### src/rtl/swled_pkg.sv
// swled_pkg: shared mode encodings, mode width and popcount helper for switch_led_ctrl
package swled_pkg;
  localparam int MODE_W = 2;
  localparam int MAX_SW = 16;
  typedef enum logic [MODE_W-1:0] {IDLE = 2'd0, BLUE = 2'd1, GREEN = 2'd2} mode_t;
  function automatic logic [4:0] popcount(input logic [MAX_SW-1:0] v);
    popcount = '0;
    for (int i = 0; i < MAX_SW; i++) popcount = popcount + 5'(v[i]);
  endfunction
endpackage

### src/rtl/swled_debounce.sv
// swled_debounce: one-bit 2-flop synchronizer with inversion, debounced when SWLED_DEBOUNCE_EN is defined
module swled_debounce #(
  parameter int DEBOUNCE_CYCLES = 16
) (
  input  logic clk,
  input  logic rst,
  input  logic sw_n,
  output logic pressed
);
  logic s1, s2;
  // two-flop synchronizer, stored inverted so 1 = pressed
  always_ff @(posedge clk or posedge rst)
    if (rst) begin
      s1 <= 1'b0;
      s2 <= 1'b0;
    end else begin
      s1 <= ~sw_n;
      s2 <= s1;
    end
`ifdef SWLED_DEBOUNCE_EN
  localparam int CW = $clog2(DEBOUNCE_CYCLES + 1);
  logic [CW-1:0] cnt;
  // accept s2 once it has differed from pressed for DEBOUNCE_CYCLES consecutive cycles
  always_ff @(posedge clk or posedge rst)
    if (rst) begin
      cnt     <= '0;
      pressed <= 1'b0;
    end else begin
      cnt     <= (s2 == pressed || cnt == CW'(DEBOUNCE_CYCLES - 1)) ? '0 : cnt + 1'b1;
      pressed <= (s2 != pressed && cnt == CW'(DEBOUNCE_CYCLES - 1)) ? s2 : pressed;
    end
`else
  logic unused_dc;
  assign unused_dc = DEBOUNCE_CYCLES > 0;
  assign pressed = s2;
`endif
endmodule

### src/rtl/switch_led_ctrl.sv
// switch_led_ctrl: switch popcount parity drives IDLE/BLUE/GREEN LED modes; debounce enabled by SWLED_DEBOUNCE_EN
module switch_led_ctrl
  import swled_pkg::*;
#(
  parameter int N_SW            = 4,
  parameter int DEBOUNCE_CYCLES = 16,
  parameter int BLINK_HALF      = 1000
) (
  input  logic              clk,
  input  logic              rst,
  input  logic [N_SW-1:0]   sw_n,
  output logic              led_green,
  output logic              led_blue,
  output logic [MODE_W-1:0] mode,
  output logic [N_SW-1:0]   pressed
);
  localparam int PC_W = $clog2(N_SW + 1);
  localparam int BW   = $clog2(BLINK_HALF);
  mode_t           state, nxt;
  logic [PC_W-1:0] pc;
  logic [BW-1:0]   bcnt;
  logic            blink, wrap;
  for (genvar i = 0; i < N_SW; i++) begin : g_sw
    swled_debounce #(.DEBOUNCE_CYCLES(DEBOUNCE_CYCLES)) u_db (
      .clk     (clk),
      .rst     (rst),
      .sw_n    (sw_n[i]),
      .pressed (pressed[i])
    );
  end
  assign pc   = PC_W'(popcount(MAX_SW'(pressed)));
  assign mode = state;
  assign wrap = bcnt == BW'(BLINK_HALF - 1);
  // next mode from parity of the debounced vector; the unused encoding falls back to IDLE
  always_comb
    nxt = (mode == 2'd3 || pc == '0) ? IDLE : pc[0] ? GREEN : BLUE;
  // mode register, blink phase that restarts on IDLE entry, and registered LEDs
  always_ff @(posedge clk or posedge rst)
    if (rst) begin
      state     <= IDLE;
      bcnt      <= '0;
      blink     <= 1'b1;
      led_green <= 1'b0;
      led_blue  <= 1'b1;
    end else begin
      state     <= nxt;
      led_green <= state == GREEN;
      led_blue  <= state == BLUE || (state == IDLE && blink);
      bcnt      <= (nxt != IDLE || state != IDLE || wrap) ? '0 : bcnt + 1'b1;
      blink     <= nxt != IDLE ? 1'b0 : state != IDLE ? 1'b1 : wrap ? ~blink : blink;
    end
endmodule

### config.mk
export PLATFORM = sky130hd
export DESIGN_NAME = switch_led_ctrl
export DESIGN_NICKNAME = d
export VERILOG_FILES = /design/src/rtl/swled_pkg.sv /design/src/rtl/swled_debounce.sv /design/src/rtl/switch_led_ctrl.sv
export SDC_FILE = /design/constraint.sdc
export NUM_CORES = 1
export LEC_CHECK = 0
export CAP_MARGIN = 20
export CORE_ASPECT_RATIO = 1.5
export CORE_UTILIZATION = 25
export DETAILED_ROUTE_END_ITERATION = 8
export PLACE_DENSITY = 0.48
export SYNTH_ARGS = -nofsm -noshare
export SYNTH_HDL_FRONTEND = slang
export SYNTH_SLANG_ARGS = --single-unit
export TNS_END_PERCENT = 30
### constraint.sdc
create_clock -name clk -period 4.5 [get_ports clk]
set_input_delay 0.9 -clock clk [delete_from_list [all_inputs] [get_ports clk]]
set_output_delay 0.9 -clock clk [all_outputs]
set_load 0.005 [all_outputs]
# After elaboration in Yosys (flattened, before gate mapping)
# Cells that the tools add are included.
# op_classes
addsub	4
n_reduce_logical	10
bitwise_logic	5
n_eq_ne	4
muxes	6
# op_table
op	count
adder 10 x 1 -> 10 bit (second input constant)	1
equality test 10 bit (second input constant)	1
2-to-1 mux 10 bit	1
NOT 1 bit	5
equality test 2 bit (second input constant)	2
logical OR 1 bit	4
2-to-1 mux 2 bit	2
nonzero test 2 bit	2
adder 2 x 1 -> 3 bit	1
adder 3 x 1 -> 3 bit	1
zero test 3 bit	1
2-to-1 mux 1 bit	3
nonzero test 3 bit	1
adder 1 x 1 -> 2 bit	1
equality test 2 x 1 -> 1 bit (second input constant)	1
zero test 2 bit	1
logical AND 1 bit	1
# word_totals
input_bits	6
out_inout_bits	8
word_cells	42
ff_bits	23

# Longest topological paths before layout
# Gate-level depths: netlist (run 1).
# depth
ltp_word	10
ltp_mapped	9
depth_no_buf	9

# Modules after synthesis
# Synthesis (run 1) repeated with hierarchy kept, for this count alone.
# unflattened
cells_unflattened	88
hier_area_um2	965.9
# by_module_without_submodules
mod	n_inst	seq_area_each_um2	area_per_inst_um2	cells_each
switch_led_ctrl	1	377.9	735.7	72
swled_debounce	4	50.0	57.6	4

# Least setup slack after synthesis (run 1)
# OpenSTA, ideal clock, no wires.
# synth_path
path_kind	register -> register
from	reg g_sw[0].u_db.s2
to	reg bcnt[3]
setup_ps	72
required_time_ps	4428
path_stages_with_launch	10
path_buffers	0
slack_ps	2418
period_less_slack_ps	2082
t_arrival_ps	2010
path_cell_list	dfrtp_1 > inv_1 > fa_1 > inv_1 > ha_1 > ha_1 > nor3_1 > and2_1 > nand2_1 > nor2_1
# synth_via
elab_chain_len	10
word_cells_on_any_way	11
cone_classes	3 x add/sub; 3 x mux; 5 x reduce/logical
# synth_lines
item	line	text
start: declaration	swled_debounce.sv:10	logic s1, s2;
start signal: assignment	swled_debounce.sv:15	s2 <= 1'b0;
start signal: assignment	swled_debounce.sv:18	s2 <= s1;
adder 1 x 1 -> 2 bit (*)	swled_pkg.sv:8	for (int i = 0; i < MAX_SW; i++) popcount = popcount + 5'(v[i]);
adder 2 x 1 -> 3 bit (*)	swled_pkg.sv:8	
adder 3 x 1 -> 3 bit (*)	swled_pkg.sv:8	
zero test 3 bit	switch_led_ctrl.sv:36	nxt = (mode == 2'd3 || pc == '0) ? IDLE : pc[0] ? GREEN : BLUE;
logical OR 1 bit	switch_led_ctrl.sv:36	
2-to-1 mux 2 bit (*)	switch_led_ctrl.sv:36	
nonzero test 2 bit (*)	switch_led_ctrl.sv:49	bcnt <= (nxt != IDLE || state != IDLE || wrap) ? '0 : bcnt + 1'b1;
logical OR 1 bit (*) (2 in a row)	switch_led_ctrl.sv:49	
2-to-1 mux 10 bit (*)	switch_led_ctrl.sv:49	
end signal: assignment	switch_led_ctrl.sv:49	
end: declaration	switch_led_ctrl.sv:21	logic [BW-1:0] bcnt;
# Every way passes the cells marked *; elsewhere a longest branch is shown, timed or not.
# A chain may end at the register's enable or synchronous reset.

# Worst setup path after layout (run 1)
# Ends and elaborated chain as after synthesis.

==> results of run 1 <==
-- layout make-up --
class                      instances  area share
sequential                        23       0.472
multi-input combinational         51       0.305
timing repair buffer              13       0.106
tap                               45      0.0460
clock buffer                       3      0.0337
inverter                          10      0.0306
clock inverter                     1     0.00613
-- power groups by stage --
stage / combinational [mW] / clock [mW] / sequential [mW]
CTS: 0.0677 / 0.137 / 0.244
floorplan: 0.0335 / 0 / 0.246
global placement: 0.0674 / 0 / 0.248
global route: 0.0766 / 0.147 / 0.248
detailed placement: 0.0674 / 0 / 0.247
finish: 0.0663 / 0.130 / 0.243
-- layer usage --
metal / global-route usage / up-vias / routed length (um)
li1: - / 316 / -
met1: 0.107 / 290 / 737
met2: 0.149 / 10 / 785
met3: 0.0170 / 5 / 38
met4: 0.0462 / 0 / 39
met5: 0 / - / 0
-- critical path, delay by kind of cell, from the launching register on --
family,cells,cell delay [ns]
flip-flops,1,0.35
adder cells (fa/ha/maj),3,0.98
AND/OR/NAND/NOR,4,0.77
buffers and inverters,2,0.10
-- state kept, by name, summed over array words and instances (netlist names) --
name / count
led_blue: 1
g_sw.u_db.s1: 4
mode: 2
bcnt: 10
blink: 1
led_green: 1
g_sw.u_db.pressed: 4
-- path summary, 6_finish.rpt --
kind                            cells after the start  slack, ns              endpoint
worst max-delay path                                9       2.24               bcnt[3]
worst min-delay path                                0       0.35  g_sw[3].u_db.pressed
worst max register to register                      9       2.24               bcnt[3]
worst min register to register                      0       0.35  g_sw[3].u_db.pressed
max in group asynchronous                           2       2.88               bcnt[7]
min in group asynchronous                           2       1.10       g_sw[3].u_db.s1
-- cell usage after synthesis, drive strengths merged (2+ instances only) --
cell,count
nand2,4
nor2,11
buf,4
and4,2
xor2,4
inv,10
xnor2,2
nand3,4
a21oi,3
dfstp,2
nor3,2
and3,3
ha,3
dfrtp,21
-- kinds of logic (layout without fill, tap and decap cells) --
group,Yosys count,in the layout,synth area share
xor gates and xnor gates,6,6,0.0515
buffers and inverters,14,27,0.0663
and+or+nand+nor,31,31,0.187
DFF,23,23,0.567
adders and majority gates,4,4,0.0564
AOI/OAI and AO/OA,10,10,0.0724
-- metrics by stage --
step | hold WS (ns) | utilization | setup slack (ns) | instances
2_1_floorplan | 0.331 | - | 2.42 | 88
3_3_place_gp | 0.332 | 0.300 | 2.25 | 142
3_5_place_dp | 0.336 | 0.300 | 2.23 | 142
4_1_cts | 0.357 | 0.312 | 2.20 | 146
5_1_grt | 0.367 | 0.312 | 2.06 | 146
6_report | 0.353 | 0.312 | 2.24 | 146
==> impl_metrics.py, run 1 <==
metrics = {
    "outcome": {
        "outcome": "completed",
    },
    "cts": {
        "path_clk_slew_ns": 0.08,
        "cts_tree": "yes",
        "hold_buffers": 0,
        "post_cts_resized": 0,
        "post_cts_buffers": 0,
        "clock_path_buffers": 2,
        "cts_num_sinks": 23,
        "numCtsBuffers": 3,
        "cts_root_buf": "clkbuf_8",
        "clk_latency_ns": 0.26,
        "htreeDepth": 1,
    },
    "route": {
        "drc": 0,
        "drt_first_iter_violations": 7,
        "ant_nets": 0,
        "wirelength_mm": 1.60,
        "vias_per_cell": 4.25,
        "first_pass_iters": 4,
        "via_count": 621,
        "routedWlPerCell_um": 11.0,
    },
    "final_layout": {
        "drive_above_1_share": 0.129,
        "syn2layout_area_growth_pct": 20.1,
        "seqCellArea_sq_um": 578,
        "nets": 112,
        "final_area_sq_mm": 0.00122,
        "antenna_cells": 0,
        "final_common_cell": "dfrtp_1",
        "multi_input_area_sq_um": 374,
        "most-common-layout-cells": "dfrtp_1, clkdlybuf4s50_1, inv_1, nor2_1",
        "n_fill_cell": 401,
    },
    "timing": {
        "relSlewSlack": 0.432,
        "max_freq_mhz": 443,
        "period_minus_slack_ns": 2.26,
        "tns_ns": 0,
        "final_max_slew_viol_count": 0,
        "skew_ns": 0.00122,
        "tightest_slew_ns": 0.851,
        "rsz0062_at_grt": "false",
        "period_share": 0.501,
        "finalSetupViolCount": 0,
        "hold_violations": 0,
    },
    "synth": {
        "synthArstFlopShare": 1.00,
        "synthCells": 88,
        "syn_area_per_cell_sq_um": 11.6,
        "synth_seq_cells": 23,
        "synth_area_sq_mm": 0.00102,
        "ys_seq_area_frac": 0.567,
        "synth.top_cell.area_share": 0.515,
        "ys.flop_type": "dfrtp_1",
        "yosys-top-cells-area": "dfrtp_1, dfstp_2, ha_1",
        "synth_edf_count": 0,
        "yosysUniqueCellTypes": 30,
        "syn_nets": 98,
        "yosysTopAreaCell": "dfrtp_1",
        "ys_warn_count": 0,
    },
    "power_and_ir_drop": {
        "seqPwrFrac": 0.553,
        "pwr-share-clk": 0.296,
        "power.internal_mw": 0.329,
        "power_mw": 0.440,
        "p_leak_nw": 0.537,
        "worst_ir_drop_vdd_uv": 186,
        "p_switching_mw": 0.111,
        "power.density_mw_per_mm2": 359,
        "switching_share": 0.251,
        "combPwrFrac": 0.151,
    },
    "worst_setup_path": {
        "crit_required_ns": 4.70,
        "critPathLaunchType": "flop",
        "cp-startpoint": "g_sw[0].u_db.pressed",
        "reg2reg_from": "g_sw[0].u_db.pressed",
        "crit_path_end_kind": "flop",
        "worstSetupPathType": "reg2reg",
        "crit_chain": "inv_1 -> fa_1 -> inv_1 -> ha_1 -> ha_1 -> nor3_1 -> and2_1 -> nand2_1 -> nor2_1",
        "critical_path.max_stage_delay_ns": 0.52,
        "arrival_ns": 2.46,
        "path_max_fanout": 4,
        "slowest_stage": "fa_1",
    },
    "floorplan": {
        "start_util": 0.260,
        "dieHeight_um": 80.2,
        "rows": 28,
        "dieArea_sq_mm": 0.00434,
        "ioPinCount": 14,
        "fp.dieW_um": 54.1,
        "coreArea_sq_mm": 0.00392,
    },
    "grt": {
        "grt_use_total": 0.0903,
        "grt-ovfl-total": 0,
        "first_global_vias": 644,
        "grt_max_degree": 24,
        "antenna_found_initial": 0,
        "grt_pass1_wl_mm": 2.86,
    },
    "placed_design": {
        "dpl.hpwl_mm": 1.14,
        "placed_area_sq_mm": 0.00118,
        "io_buffer_count": 13,
        "gp_congestion": 0.715,
    },
    "hold_path": {
        "hp-class": "reg2reg",
        "hold_start": "g_sw[3].u_db.s1",
    },
    "job": {
        "drv_cap": 0,
    },
}
Power figures use the tool's default switching activity.
==> run 2, diff against run 1 <==
Settings changed: PLACE_DENSITY 0.48 to 0.49.
Clock period 4.5 ns to 1.9 ns, I/O delays scaled along.
==> impl_metrics.py, run 2 (synthesis results as in run 1) <==
metrics = {
    "worst_setup_path": {
        "ff2ff_setup_slack_ns": -0.05,
        "path_max_fanout": 4,
        "crit_path_end_kind": "flop",
        "critPathLaunchType": "flop",
        "worstRegToRegCells": 8,
        "arrival_ns": 2.17,
        "r2r-end": "bcnt[1]",
        "reg2reg_from": "g_sw[3].u_db.pressed",
        "worstSetupPathType": "reg2reg",
        "crit_required_ns": 2.11,
    },
    "grt": {
        "antenna_found_initial": 0,
        "grt_max_degree": 24,
        "grt-ovfl-total": 0,
        "grt_use_total": 0.0905,
        "first_global_vias": 604,
        "grt_pass1_wl_mm": 2.74,
    },
    "timing": {
        "period_share": 1.03,
        "finalSetupViolCount": 7,
        "max_freq_mhz": 512,
        "rsz0062_at_grt": "true",
        "final_max_slew_viol_count": 0,
        "period_minus_slack_ns": 1.95,
        "worst_slack_ns": -0.0542,
        "skew_ns": 0.00452,
        "hold_violations": 0,
        "tightest_slew_ns": 0.289,
        "relSlewSlack": 0.807,
        "hold_slack_ns": 0.355,
    },
    "outcome": {
        "violations": "negative setup slack",
        "outcome": "finished, violations left",
    },
    "route": {
        "ant_nets": 0,
        "wirelength_mm": 1.70,
        "first_pass_iters": 4,
        "drt_first_iter_violations": 7,
        "routedWlPerCell_um": 11.4,
        "vias_per_cell": 4.40,
        "drc": 0,
        "via_count": 655,
    },
    "final_layout": {
        "multi_input_area_sq_um": 429,
        "top_register": "bcnt",
        "n_fill_cell": 404,
        "nets": 115,
        "antenna_cells": 0,
        "drive_above_1_share": 0.260,
        "syn2layout_area_growth_pct": 27.7,
        "seqCellArea_sq_um": 578,
        "largest_reg_flops": 10,
        "most-common-layout-cells": "dfrtp_1, clkdlybuf4s50_1, inv_1",
        "biggestRegsByFlops": "bcnt x10, g_sw.u_db.pressed x4, g_sw.u_db.s1 x4",
        "stdcell_count": 149,
        "final_common_cell": "dfrtp_1",
    },
    "floorplan": {
        "ioPinCount": 14,
        "dieArea_sq_mm": 0.00434,
        "start_util": 0.260,
        "coreArea_sq_mm": 0.00392,
        "fp.dieW_um": 54.1,
        "rows": 28,
        "dieHeight_um": 80.2,
    },
    "placed_design": {
        "dpl.hpwl_mm": 1.25,
        "io_buffer_count": 13,
        "gp_congestion": 0.704,
        "placed_cells": 144,
        "pre_cts_ws_ns": -0.156,
    },
    "cts": {
        "path_clk_slew_ns": 0.09,
        "hold_buffers": 0,
        "htreeDepth": 1,
        "cts_root_buf": "clkbuf_8",
        "cts_num_sinks": 23,
        "numCtsBuffers": 3,
        "clock_path_buffers": 2,
        "clk_latency_ns": 0.27,
        "cts_tree": "yes",
    },
    "power_and_ir_drop": {
        "power.internal_mw": 0.805,
        "power.density_mw_per_mm2": 835,
        "p_switching_mw": 0.282,
        "pwr-share-clk": 0.287,
        "worst_ir_drop_vdd_uv": 336,
        "switching_share": 0.260,
        "seqPwrFrac": 0.531,
        "combPwrFrac": 0.182,
        "p_leak_nw": 0.551,
    },
    "hold_path": {
        "hold_depth": 0,
        "hold_start": "g_sw[2].u_db.s1",
        "hp-class": "reg2reg",
        "min_to": "g_sw[2].u_db.pressed",
    },
    "job": {
        "drv_cap": 0,
    },
}
## run 2: layer usage
layer  wire length (um)  track usage  share of wire  vias to the layer above
met5                  0            0              0                        -
met4                 19       0.0538          0.011                        0
met3                 33       0.0170          0.019                        3
met2                951        0.152           0.56                       11
met1                691        0.100           0.41                      317
li1                   -            -              -                      324
## run 2: how the worst max path moves through the flow
| stage | slack (ns) | cells after the start | to | start |
|---|---|---|---|---|
| after CTS | -0.11 | 8 | bcnt[1] | g_sw[3].u_db.pressed |
| after floorplan | 0.02 | 8 | bcnt[1] | g_sw[3].u_db.pressed |
| final | -0.05 | 8 | bcnt[1] | g_sw[3].u_db.pressed |
| after global placement | -0.09 | 8 | bcnt[8] | g_sw[3].u_db.pressed |
| after detailed placement | -0.16 | 8 | bcnt[8] | g_sw[3].u_db.pressed |
| after global routing | -0.14 | 8 | bcnt[7] | g_sw[3].u_db.pressed |
## run 2: critical path, stage by stage (launching register included)
cell and delay (ns):
dfrtp_1 0.36, inv_2 0.04, fa_1 0.52, inv_1 0.04, ha_2 0.17, ha_4 0.22
nor3_4 0.15, and2_4 0.21, and3_4 0.17
## run 2: power groups by stage
stage | clock network, mW | logic [mW] | registers [mW]
2_1_floorplan | 0 | 0.0934 | 0.583
3_3_place_gp | 0 | 0.182 | 0.587
6_report | 0.312 | 0.198 | 0.578
3_5_place_dp | 0 | 0.182 | 0.589
5_1_grt | 0.345 | 0.220 | 0.586
4_1_cts | 0.328 | 0.200 | 0.579
## run 2: through the flow
step	utilization	cell area [sq um]	total power, mW	TNS (ns)
after floorplan	-	1040	0.676	0
after global placement	0.310	1220	0.769	-0.516
after detailed placement	0.310	1220	0.771	-0.802
after CTS	0.331	1300	1.11	-0.711
after global routing	0.332	1300	1.15	-0.997
final	0.332	1300	1.09	-0.290
## run 2: area by class of cell
cell class / count / area share
inverters: 10 / 0.0288
multi-input cells: 51 / 0.329
clock buffers: 3 / 0.0317
clock inverters: 1 / 0.00576
repair buffers: 16 / 0.117
flip-flops and latches: 23 / 0.444
well taps: 45 / 0.0432
## run 2: what timing repair did
item,CTS,global route
resized for setup,7,2
pin swaps,7,3
setup buffers,1,0
setup endpoints to repair,10,11
==> edit 1 (flow settings as in run 1) <==
Set the parameter `BLINK_HALF` to 2000 (it was 1000).
--- a/src/rtl/switch_led_ctrl.sv
+++ b/src/rtl/switch_led_ctrl.sv
@@ -4,7 +4,7 @@
 #(
   parameter int N_SW            = 4,
   parameter int DEBOUNCE_CYCLES = 16,
-  parameter int BLINK_HALF      = 1000
+  parameter int BLINK_HALF      = 2000
 ) (
   input  logic              clk,
   input  logic              rst,
Function: same outputs for any inputs over 10 cycles, from zero or initial values and one cycle with rst high; that may be too few to reach the edited logic, so the function may still have changed.
==> edit 1 against run 1 <==
  * Via count increased by 9.7%
  * Cell area is 3.3% higher
  * Wire length grew 6.8%
  * First-iteration DRC count rose by 57%
  * Sequential cell count grew 1
  * Clock skew is 0.0033 ns higher
  * Worst hold slack hardly changed
  * Sequential share of layout area rose by 0.48 points
  * Area after synthesis increased by 2.1%
  * Power is 15% higher
  * Worst setup slack worse by 0.19 ns
==> edit 1: results <==
{
  "crit_fanout": 6,
  "worstPathArrival_ns": 2.64,
  "vias_per_cell": 4.54,
  "crit_end": "bcnt[6]$_DFF_PP0_",
  "clk-insertion-delay-late_ns": 0.26,
  "gp_congestion": 0.732,
  "grt_pass1_vias": 712,
  "nets": 116,
  "grtUsageTotal": 0.0961,
  "grt_pass1_wl_um": 3040,
  "synth-compound-area-share": 0.0733,
  "synth.top_cells.by_count": "dfrtp_1 (22), nor2_1 (12), inv_1 (11)",
  "hp-start": "g_sw[3].u_db.s1$_DFF_PP0_",
  "placed_area_sq_um": 1190,
  "wl_per_cell_um": 11.4,
  "critPathMaxStageDelay_ns": 0.54,
  "synth-seq-area-share": 0.579,
  "leakage_nw": 0.574,
  "synth_edf_count": 0,
  "muxShareOfSynthArea": 0,
  "cpMaxStageDelayCell": "fa_1",
  "drive_above_1_share": 0.0952,
  "synthXorXnorAreaFrac": 0.0589,
  "relSlewSlack": 0.410,
  "h-tree-depth": 1,
  "synthCells": 93,
  "synth_cell_types": 28,
  "grtUsageMet1": 0.104,
  "largestRegisters": "bcnt (11), g_sw.u_db.pressed (4), g_sw.u_db.s1 (4)",
  "hold_ws_ns": 0.353,
  "fill_cells": 415,
  "status": "complete, no violations",
  "ir_worst_vdd_mv": 0.157,
  "synth_fa_ha_area_frac": 0.0553,
  "syn_nets": 103,
  "skew_ns": 0.00450,
  "use_met3": 0.0243,
  "drt_iter0_drc": 11,
  "grt_use_met2": 0.154,
  "grt_max_degree": 25,
  "ff2ff_setup_slack_ns": 2.06,
  "synth_area_leaders": "dfrtp_1 (53%), dfstp_2 (5.0%), nor2_1 (4.3%), xor2_1 (4.2%), inv_1 (4.0%)",
  "stdcell_count": 150,
  "dp_hpwl_um": 1250
}
edit 1: cell count changes after synthesis, moves of 2 or more:
cell and change:
and3_1 +3, nand4_1 +2, and3_2 -2, o221a_2 +2, nor2_1 +2
edit 1: layout make-up:
class	count	share of cell area
repair buffers	13	0.103
clock buffers	3	0.0326
well taps	45	0.0445
flip-flops and latches	24	0.477
multi-input cells	53	0.287
clock inverters	1	0.0237
inverters	11	0.0326
edit 1: power breakdown:
group          switching, mW  total [mW]  internal (mW)  leakage (nW)
sequential            0.0147       0.253          0.238         0.305
combinational         0.0279      0.0656         0.0377         0.233
clock                 0.0680       0.187          0.119        0.0357
edit 1: per-layer routing:
metal  wire [um]  up-vias
met5           0        -
met2         909        9
li1            -      329
met4          40        0
met1         716      341
met3          41        2
edit 1: metrics by stage:
stage	utilization	worst slack (ns)	total power, mW
after global routing	0.320	1.86	0.533
final	0.320	2.06	0.505
after detailed placement	0.302	2.02	0.324
after global placement	0.302	2.10	0.322
after floorplan	-	2.34	0.288
after CTS	0.320	1.99	0.512
==> edit 2 (flow settings as in run 1) <==
Without the edit above. Register the output `led_blue` once more, cleared by the reset; this adds one clock of latency there. The other outputs are not delayed to match.
--- a/src/rtl/switch_led_ctrl.sv
+++ b/src/rtl/switch_led_ctrl.sv
@@ -16,6 +16,8 @@
 );
   localparam int PC_W = $clog2(N_SW + 1);
   localparam int BW   = $clog2(BLINK_HALF);
+
+  logic led_blue_s0;
   mode_t           state, nxt;
   logic [PC_W-1:0] pc;
   logic [BW-1:0]   bcnt;
@@ -41,13 +43,21 @@
       bcnt      <= '0;
       blink     <= 1'b1;
       led_green <= 1'b0;
-      led_blue  <= 1'b1;
+      led_blue_s0 <= 1'b1;
     end else begin
       state     <= nxt;
       led_green <= state == GREEN;
-      led_blue  <= state == BLUE || (state == IDLE && blink);
+      led_blue_s0 <= state == BLUE || (state == IDLE && blink);
       bcnt      <= (nxt != IDLE || state != IDLE || wrap) ? '0 : bcnt + 1'b1;
       blink     <= nxt != IDLE ? 1'b0 : state != IDLE ? 1'b1 : wrap ? ~blink : blink;
     end
+  always_ff @(posedge clk or posedge rst) begin
+      if (rst) begin
+          led_blue <= '0;
+      end else begin
+          led_blue <= led_blue_s0;
+      end
+  end
+
 endmodule
 
Function: changed (Yosys sat finds a counterexample within 4 cycles, from zero or initial values and one cycle with rst high).
==> edit 2 against run 1 <==
  * Wire length rose by 5.8%
  * Worst setup slack lost 0.021 ns
  * Clock power increased by 11%
  * Cell area rose by 2.6%
  * Area after synthesis grew 2.5%
  * Sequential share of layout area increased by 0.82 points
  * Count of clock-buffer cells in the layout is 1 higher
  * Power increased by 6.0%
  * Utilization increased by 0.51 points
  * Sequential cell count increased by 1
  * Largest cell class unchanged
==> edit 2: results <==
{
  "drt_iter0_drc": 12,
  "dp_hpwl_um": 1260,
  "async_flop_share": 1.00,
  "hold-path-endpoint": "g_sw[2].u_db.pressed$_DFF_PP0_",
  "relSlewSlack": 0.394,
  "ir_worst_vdd_mv": 0.148,
  "ff2ff_setup_slack_ns": 2.22,
  "largestRegisters": "bcnt (10), g_sw.u_db.pressed (4), g_sw.u_db.s1 (4)",
  "leakage_nw": 0.557,
  "grtUsageTotal": 0.0934,
  "status": "complete, no violations",
  "grt_pass1_vias": 666,
  "stdcell_count": 147,
  "syn_nets": 99,
  "nets": 113,
  "synth.top_cells.by_count": "dfrtp_1 (22), inv_1 (10), nor2_1 (10)",
  "wl_per_cell_um": 11.5,
  "worstPathArrival_ns": 2.48,
  "clk-insertion-delay-late_ns": 0.26,
  "hp-start": "g_sw[2].u_db.s1$_DFF_PP0_",
  "synth_cell_types": 30,
  "drive_above_1_share": 0.127,
  "cts_resized": 0,
  "synth_area_leaders": "dfrtp_1 (53%), dfstp_2 (5.0%), ha_1 (3.6%), inv_1 (3.6%), nor2_1 (3.6%)",
  "gp_congestion": 0.741,
  "placed_cells": 143,
  "p_sw_mw": 0.110,
  "grt_pass1_wl_um": 2840,
  "synthCells": 89,
  "grt_max_degree": 25,
  "num_vias": 664,
  "fill_cells": 414,
  "skew_ns": 0.00131,
  "synth-seq-area-share": 0.577
}
-- edit 2: changes by cell type in the layout (fill, tap and decap cells not counted) --
| cell | change |
|---|---|
| clkbuf_8 | +1 |
| clkinvlp_4 | -1 |
| dfrtp_1 | +1 |
-- edit 2: metrics by stage --
step                area [sq um]  utilization  hold WS, ns  worst slack [ns]
floorplan                   1040            -        0.331              2.42
global route                1260        0.317        0.359              2.04
CTS                         1260        0.317        0.354              2.18
detailed placement          1200        0.303        0.335              2.21
global placement            1200        0.303        0.333              2.26
finish                      1260        0.317        0.351              2.22
-- edit 2: layout make-up --
cell class	instances	share of cell area
inverters	10	0.0299
well taps	45	0.0448
repair buffers	13	0.104
flip-flops and latches	24	0.480
clock buffers	4	0.0438
multi-input cells	51	0.298
-- edit 2: worst max-delay path by stage --
stage,from,end
final,g_sw[0].u_db.pressed$_DFF_PP0_,bcnt[3]$_DFF_PP0_
after global routing,g_sw[1].u_db.pressed$_DFF_PP0_,bcnt[3]$_DFF_PP0_
after CTS,g_sw[0].u_db.pressed$_DFF_PP0_,bcnt[3]$_DFF_PP0_
after detailed placement,g_sw[0].u_db.pressed$_DFF_PP0_,bcnt[3]$_DFF_PP0_
after global placement,g_sw[0].u_db.pressed$_DFF_PP0_,bcnt[3]$_DFF_PP0_
after floorplan,g_sw[0].u_db.pressed$_DFF_PP0_,bcnt[3]$_DFF_PP0_
-- edit 2: cell families (layout without fill, tap and decap cells) --
family | count (synthesis) | after routing | share of synthesized area
simple gates | 31 | 31 | 0.182
fa+ha+maj | 4 | 4 | 0.0551
flops | 24 | 24 | 0.577
xor+xnor | 6 | 6 | 0.0503
compound gates | 10 | 10 | 0.0707
buf+inv | 14 | 27 | 0.0647
-- edit 2: power groups by stage --
stage | Sequential, mW | Combinational [mW] | Clock, mW
after floorplan | 0.259 | 0.0336 | 0
after global placement | 0.260 | 0.0678 | 0
after detailed placement | 0.261 | 0.0681 | 0
after CTS | 0.257 | 0.0683 | 0.151
after global routing | 0.260 | 0.0775 | 0.162
final | 0.256 | 0.0662 | 0.144
-- edit 2: layer usage --
metal | up-vias | share of wire | GRT usage
met5 | - | 0 | 0
met4 | 0 | 0.034 | 0.0692
met3 | 5 | 0.031 | 0.0225
met2 | 14 | 0.51 | 0.160
met1 | 328 | 0.42 | 0.0918
li1 | 317 | - | -
